**src/rtl/uart_rx_fifo.sv**
```systemverilog
// uart_rx_fifo: captures words from a flag-style UART receiver into a show-ahead FIFO.
// Define UART_RX_FIFO_PARITY_EN to store the receiver parity-error bit with each word.
module uart_rx_fifo #(
    parameter int unsigned DATA_W = 8,
    parameter int unsigned DEPTH  = 8,
    parameter int unsigned ADDR_W = $clog2(DEPTH)
) (
    input  logic              clk,
    input  logic              reset,
    input  logic [DATA_W-1:0] rx_data,
    input  logic              rx_flag,
    input  logic              rx_perr,
    output logic              clr_rx_flag,
    input  logic              rd_en,
    output logic [DATA_W-1:0] rd_data,
    output logic              rd_perr,
    output logic              empty,
    output logic              full,
    output logic [ADDR_W:0]   count,
    output logic              overflow,
    input  logic              ovf_clr,
    output logic              rx_irq
);

`ifdef UART_RX_FIFO_PARITY_EN
    localparam int unsigned EntryW = DATA_W + 1;
`else
    localparam int unsigned EntryW = DATA_W;
`endif
    localparam logic [ADDR_W:0] FullCount = (ADDR_W + 1)'(DEPTH);

    typedef enum logic [1:0] {StIdle, StClear, StWaitLow} state_e;

    state_e            state_q;
    logic [EntryW-1:0] mem_q [DEPTH];
    logic [ADDR_W-1:0] wr_ptr_q;
    logic [ADDR_W-1:0] rd_ptr_q;
    logic [ADDR_W:0]   count_q;
    logic [EntryW-1:0] wr_entry;
    logic [EntryW-1:0] head;
    logic              capture;
    logic              do_pop;
    logic              do_push;
    logic              drop;

    assign empty  = (count_q == '0);
    assign full   = (count_q == FullCount);
    assign count  = count_q;
    assign rx_irq = !empty;

    // A pop in the same cycle frees the slot, so a full FIFO can still accept.
    assign capture = (state_q == StIdle) && rx_flag;
    assign do_pop  = rd_en && !empty;
    assign do_push = capture && (!full || do_pop);
    assign drop    = capture && full && !do_pop;
    assign head    = mem_q[rd_ptr_q];

`ifdef UART_RX_FIFO_PARITY_EN
    assign wr_entry = {rx_perr, rx_data};
    assign rd_perr  = empty ? 1'b0 : head[DATA_W];
`else
    logic unused_rx_perr;
    assign unused_rx_perr = rx_perr;
    assign wr_entry       = rx_data;
    assign rd_perr        = 1'b0;
`endif
    assign rd_data = empty ? '0 : head[DATA_W-1:0];

    // One capture per rx_flag assertion: wait for the receiver to drop the flag.
    always_ff @(posedge clk or negedge reset) begin
        if (!reset) begin
            state_q     <= StIdle;
            clr_rx_flag <= 1'b0;
        end else begin
            clr_rx_flag <= 1'b0;
            unique case (state_q)
                StIdle: begin
                    if (rx_flag) begin
                        state_q     <= StClear;
                        clr_rx_flag <= 1'b1;
                    end
                end
                StClear:   state_q <= StWaitLow;
                StWaitLow: if (!rx_flag) state_q <= StIdle;
                default:   state_q <= StIdle;
            endcase
        end
    end

    always_ff @(posedge clk) begin
        if (do_push) mem_q[wr_ptr_q] <= wr_entry;
    end

    always_ff @(posedge clk or negedge reset) begin
        if (!reset) begin
            wr_ptr_q <= '0;
            rd_ptr_q <= '0;
            count_q  <= '0;
            overflow <= 1'b0;
        end else begin
            if (do_push) wr_ptr_q <= wr_ptr_q + 1'b1;
            if (do_pop)  rd_ptr_q <= rd_ptr_q + 1'b1;
            case ({do_push, do_pop})
                2'b10:   count_q <= count_q + 1'b1;
                2'b01:   count_q <= count_q - 1'b1;
                default: count_q <= count_q;
            endcase
            if (drop)         overflow <= 1'b1;
            else if (ovf_clr) overflow <= 1'b0;
        end
    end

endmodule

```
**config.mk**
```make
export PLATFORM = sky130hd
export DESIGN_NAME = uart_rx_fifo
export DESIGN_NICKNAME = d
export VERILOG_FILES = /design/src/rtl/uart_rx_fifo.sv
export SDC_FILE = /design/constraint.sdc
export NUM_CORES = 1
export LEC_CHECK = 0
export BUFFER_PORTS_ARGS = -buffer_cell sky130_fd_sc_hd__clkbuf_2
export CAP_MARGIN = 20
export CORE_ASPECT_RATIO = 0.7
export CORE_MARGIN = 2
export CORE_UTILIZATION = 43
export CTS_BUF_LIST = sky130_fd_sc_hd__clkbuf_4 sky130_fd_sc_hd__clkbuf_8
export DETAILED_ROUTE_END_ITERATION = 12
export GPL_ROUTABILITY_DRIVEN = 0
export SLEW_MARGIN = 20
export SYNTH_ARGS = -nofsm -noshare
export SYNTH_HDL_FRONTEND = slang
export SYNTH_SLANG_ARGS = --single-unit
```
**constraint.sdc**
```tcl
create_clock -name clk -period 2.2 [get_ports clk]
set_input_delay 0.44 -clock clk [delete_from_list [all_inputs] [get_ports clk]]
set_output_delay 0.44 -clock clk [all_outputs]
set_load 0.05 [all_outputs]
```
==> run_results.csv <==
group,metric,value,unit
run_status,status,"finished, violations left",
run_status,violations,"hold timing, setup timing",
timing,report.final.hold_viol_count,11,
grt,grt_start_max_net_pins,15,
synthesis,synth_area,3290,µm²
critical_path,required,1.76,ns
synthesis,synth.net_count,211,
final_layout,drive_above_1_share,41.3,%
timing,fin_worst_skew,0.00818,ns
power,power_leakage,1.54,nW
power,total_power,0.00609,W
cts,worstSkewPairLatency,0.34,ns
power,ir_drop,0.744,mV
synthesis,synth.distinct_cells,40,
critical_path,r2r_start,"state_q[0]",
timing,final.period_utilization,104,%
timing,whs,-0.00447,ns
placed_design,io_buffers,29,
critical_path,critPathTopFamily,"multiplexers",
synthesis,yosysSeqAreaShare,69.0,%
cts,clk_path_buf_depth,2,
critical_path,ff2ff_setup_slack,0.15,ns
routing,routedWlPerCell,17.8,µm
worst_hold_path,hold_path_class,"in -> async",
timing,setup_ws,-0.0887,ns
grt,grt_overflow,0,
timing,fin_crit,2.29,ns
die,pin_count,32,
placed_design,pre_cts_slack,0.00894,ns
timing,fmax,437,MHz
die,dieArea,8390,µm²
routing,firstDrtPassIters,4,
routing,drtIter0Drc,102,
final_layout,antenna_cells,0,
timing,slew_viol_final,0,
grt,antenna_found_initial,0,
final_layout,n_fill_cell,606,
synthesis,syn_avg_cell_area,17.0,µm²
placed_design,dp_hpwl,4120,µm
critical_path,crit_slowest_cell,"mux4_2",
routing,via_count,1827,
timing,finalSetupViolCount,8,
routing,wl_met1,3170,µm
die,num_rows,26,
routing,highest_layer,"met4",
routing,ant_nets,0,
die,core,7350,µm²
cts,htreeDepth,3,
critical_path,path_cells,"buf_12 -> mux4_2 -> mux2i_2 -> nor2_1 -> clkbuf_8",
critical_path,worst_path_largest_cell_delay,0.51,ns
cts,hold_buffers,0,
die,die_y,77.2,µm
final_layout,fin_area,4080,µm²
final_layout,fin_nets,266,
routing,route.detailed.drc,0,
cts,path_clk_slew,0.08,ns
critical_path,path_max_fanout,9,
grt,grt_pass1_vias,1829,
final_layout,seqCellArea,2280,µm²
flow_run,cap_viol_max_count,0,
cts,cts_root_buffer,"clkbuf_8",
cts,cts_tree,"built",
routing,wl,6270,µm
final_layout,multi_input_area,943,µm²
routing,wl_met3,269,µm
final_layout,syn2layout_area_growth,23.8,%
critical_path,cp.arrival,1.85,ns
critical_path,path_class,"reg -> out",
critical_path,cp-end-kind,"output pin",
critical_path,critPathBufInv,2,
critical_path,worst_r2r_path_depth,8,
power,powerDensity,1490,nW/µm²
critical_path,r2r-end,"count[2]",
cts,cts_buffers,9,
cts,cts.sinks,78,
grt,gr-usage-all-layers,16.6,%
grt,grt_pass1_wl,9960,µm
synthesis,ys_ff_latch,78,
routing,via_per_inst,5.19,
synthesis,ys_warn_count,0,
die,die_w,109,µm
placed_design,post_dp_cell_area,3730,µm²
die,initial_utilization,44.8,%
synthesis,synthCells,194,
routing,wl_met2,2780,µm
timing,grt_setup_unrepaired,"true",
critical_path,crit_path_start_kind,"flip-flop",
==> kinds of logic after synthesis <==
| kind of cell | Yosys count | share of synthesized area, % |
|---|---|---|
| buffers and inverters | 18 | 3.42 |
| adder cells (fa/ha/maj) | 3 | 1.14 |
| other | 1 | 0.114 |
| multiplexers | 28 | 14.7 |
| flip-flops | 78 | 69.0 |
| AND/OR/NAND/NOR | 47 | 7.07 |
| XOR/XNOR | 5 | 1.33 |
| AO/OA/AOI/OAI | 14 | 3.27 |
==> cells in the final DEF (no fill, tap or decap), types with 2 or more instances in the layout <==
cell	synthesis	layout
mux4_2	16	16
xnor2_1	4	4
clkbuf_2	0	19
buf_12	0	3
buf_4	4	23
mux2i_1	10	9
bufinv_16	0	3
nand2b_1	4	3
edfxtp_1	64	64
inv_1	4	4
nand3_1	2	2
nor3_2	0	3
clkbuf_8	0	17
nor3_1	5	2
inv_6	1	3
o21ai_0	3	2
nand2_1	9	9
dfrtp_2	0	4
o211ai_1	2	2
nor2_1	20	20
ha_1	3	2
o21ai_1	1	2
dfrtp_1	14	10
mux2_2	2	2
==> state kept, by name (all words and copies together) (netlist names) <==
register / cells
clr_rx_flag: 1
rd_ptr_q: 3
count: 4
mem_q: 64
wr_ptr_q: 3
overflow: 1
state_q: 2
==> Yosys cell counts <==
| master | number | area (µm²) |
|---|---|---|
| a21oi_4 | 1 | 16.3 |
| clkbuf_1 | 1 | 3.75 |
| nor3_4 | 1 | 16.3 |
| inv_1 | 4 | 15.0 |
| nand2b_1 | 4 | 25.0 |
| o31ai_1 | 1 | 7.51 |
| buf_6 | 3 | 33.8 |
| dfrtp_1 | 14 | 350 |
| edfxtp_1 | 64 | 1920 |
| mux2i_1 | 10 | 100 |
| or3b_1 | 1 | 8.76 |
| mux2_2 | 2 | 22.5 |
| nand4_1 | 1 | 6.26 |
| nand2_1 | 9 | 33.8 |
| mux4_2 | 16 | 360 |
| o211a_1 | 1 | 10.0 |
| buf_4 | 4 | 30.0 |
| xnor2_1 | 4 | 35.0 |
| a32o_1 | 1 | 10.0 |
| o21ai_0 | 3 | 15.0 |
| inv_2 | 2 | 7.51 |
| or4_4 | 1 | 11.3 |
| nand3_1 | 2 | 10.0 |
| xor2_1 | 1 | 8.76 |
| conb_1 | 1 | 3.75 |
| or3_1 | 1 | 6.26 |
| ha_1 | 3 | 37.5 |
| buf_1 | 1 | 3.75 |
| a21oi_1 | 1 | 5.00 |
| o21ai_1 | 1 | 5.00 |
| nor3_1 | 5 | 25.0 |
| inv_6 | 1 | 8.76 |
| a21o_1 | 1 | 7.51 |
| o211ai_1 | 2 | 15.0 |
| a2bb2oi_1 | 1 | 8.76 |
| and2b_1 | 1 | 7.51 |
| a22oi_1 | 1 | 7.51 |
| nand3b_1 | 1 | 7.51 |
| buf_2 | 2 | 10.0 |
| nor2_1 | 20 | 75.1 |
==> how the worst max path moves through the flow <==
stage                            from          to  slack (ns)  depth (start not counted)
final                     rd_ptr_q[0]  rd_data[0]       -0.09                          5
after global routing      rd_ptr_q[0]  rd_data[0]       -0.19                          5
after CTS                 rd_ptr_q[0]  rd_data[4]       -0.13                          6
after detailed placement      rx_flag    count[2]       0.009                          9
after global placement        rx_flag    count[2]        0.07                          9
after floorplan              count[0]    count[2]       -0.27                         10
==> metal layers <==
metal,vias up,track usage (%)
li1,850,-
met1,932,25.8
met2,41,22.4
met3,4,4.59
met4,0,5.38
met5,-,0
==> stage by stage <==
step	util [%]	hold WS [ns]	setup TNS, ns	std cells
after global placement	50.7	0.374	0	334
after detailed placement	50.7	0.374	0	334
after CTS	55.8	0.000642	-0.904	353
after floorplan	-	0.144	-1.30	194
after global routing	55.4	0.00297	-1.11	352
final	55.4	-0.00447	-0.391	352
==> final cells by class <==
| type | instances | share of cell area [%] |
|---|---|---|
| clock buffer | 9 | 3.04 |
| clock inverter | 7 | 2.95 |
| inverter | 7 | 0.952 |
| multi-input combinational | 98 | 23.1 |
| sequential | 78 | 55.9 |
| tap | 98 | 3.01 |
| timing repair buffer | 55 | 11.0 |
==> timing repair <==
item / in CTS / in global routing
buffers inserted: 2 / 0
resized for setup: 19 / 3
hold endpoints to repair: 0 / 0
cloned: 1 / 0
setup endpoints to repair: 8 / 10
==> report_power, final <==
part	internal, W	leakage (nW)	switching [W]
Clock	0.000760	0.122	0.000520
Combinational	0.00122	0.673	0.00158
Sequential	0.00184	0.747	0.000168
Total	0.00382	1.54	0.00227
Note: power is estimated with default switching activity, not from simulation.
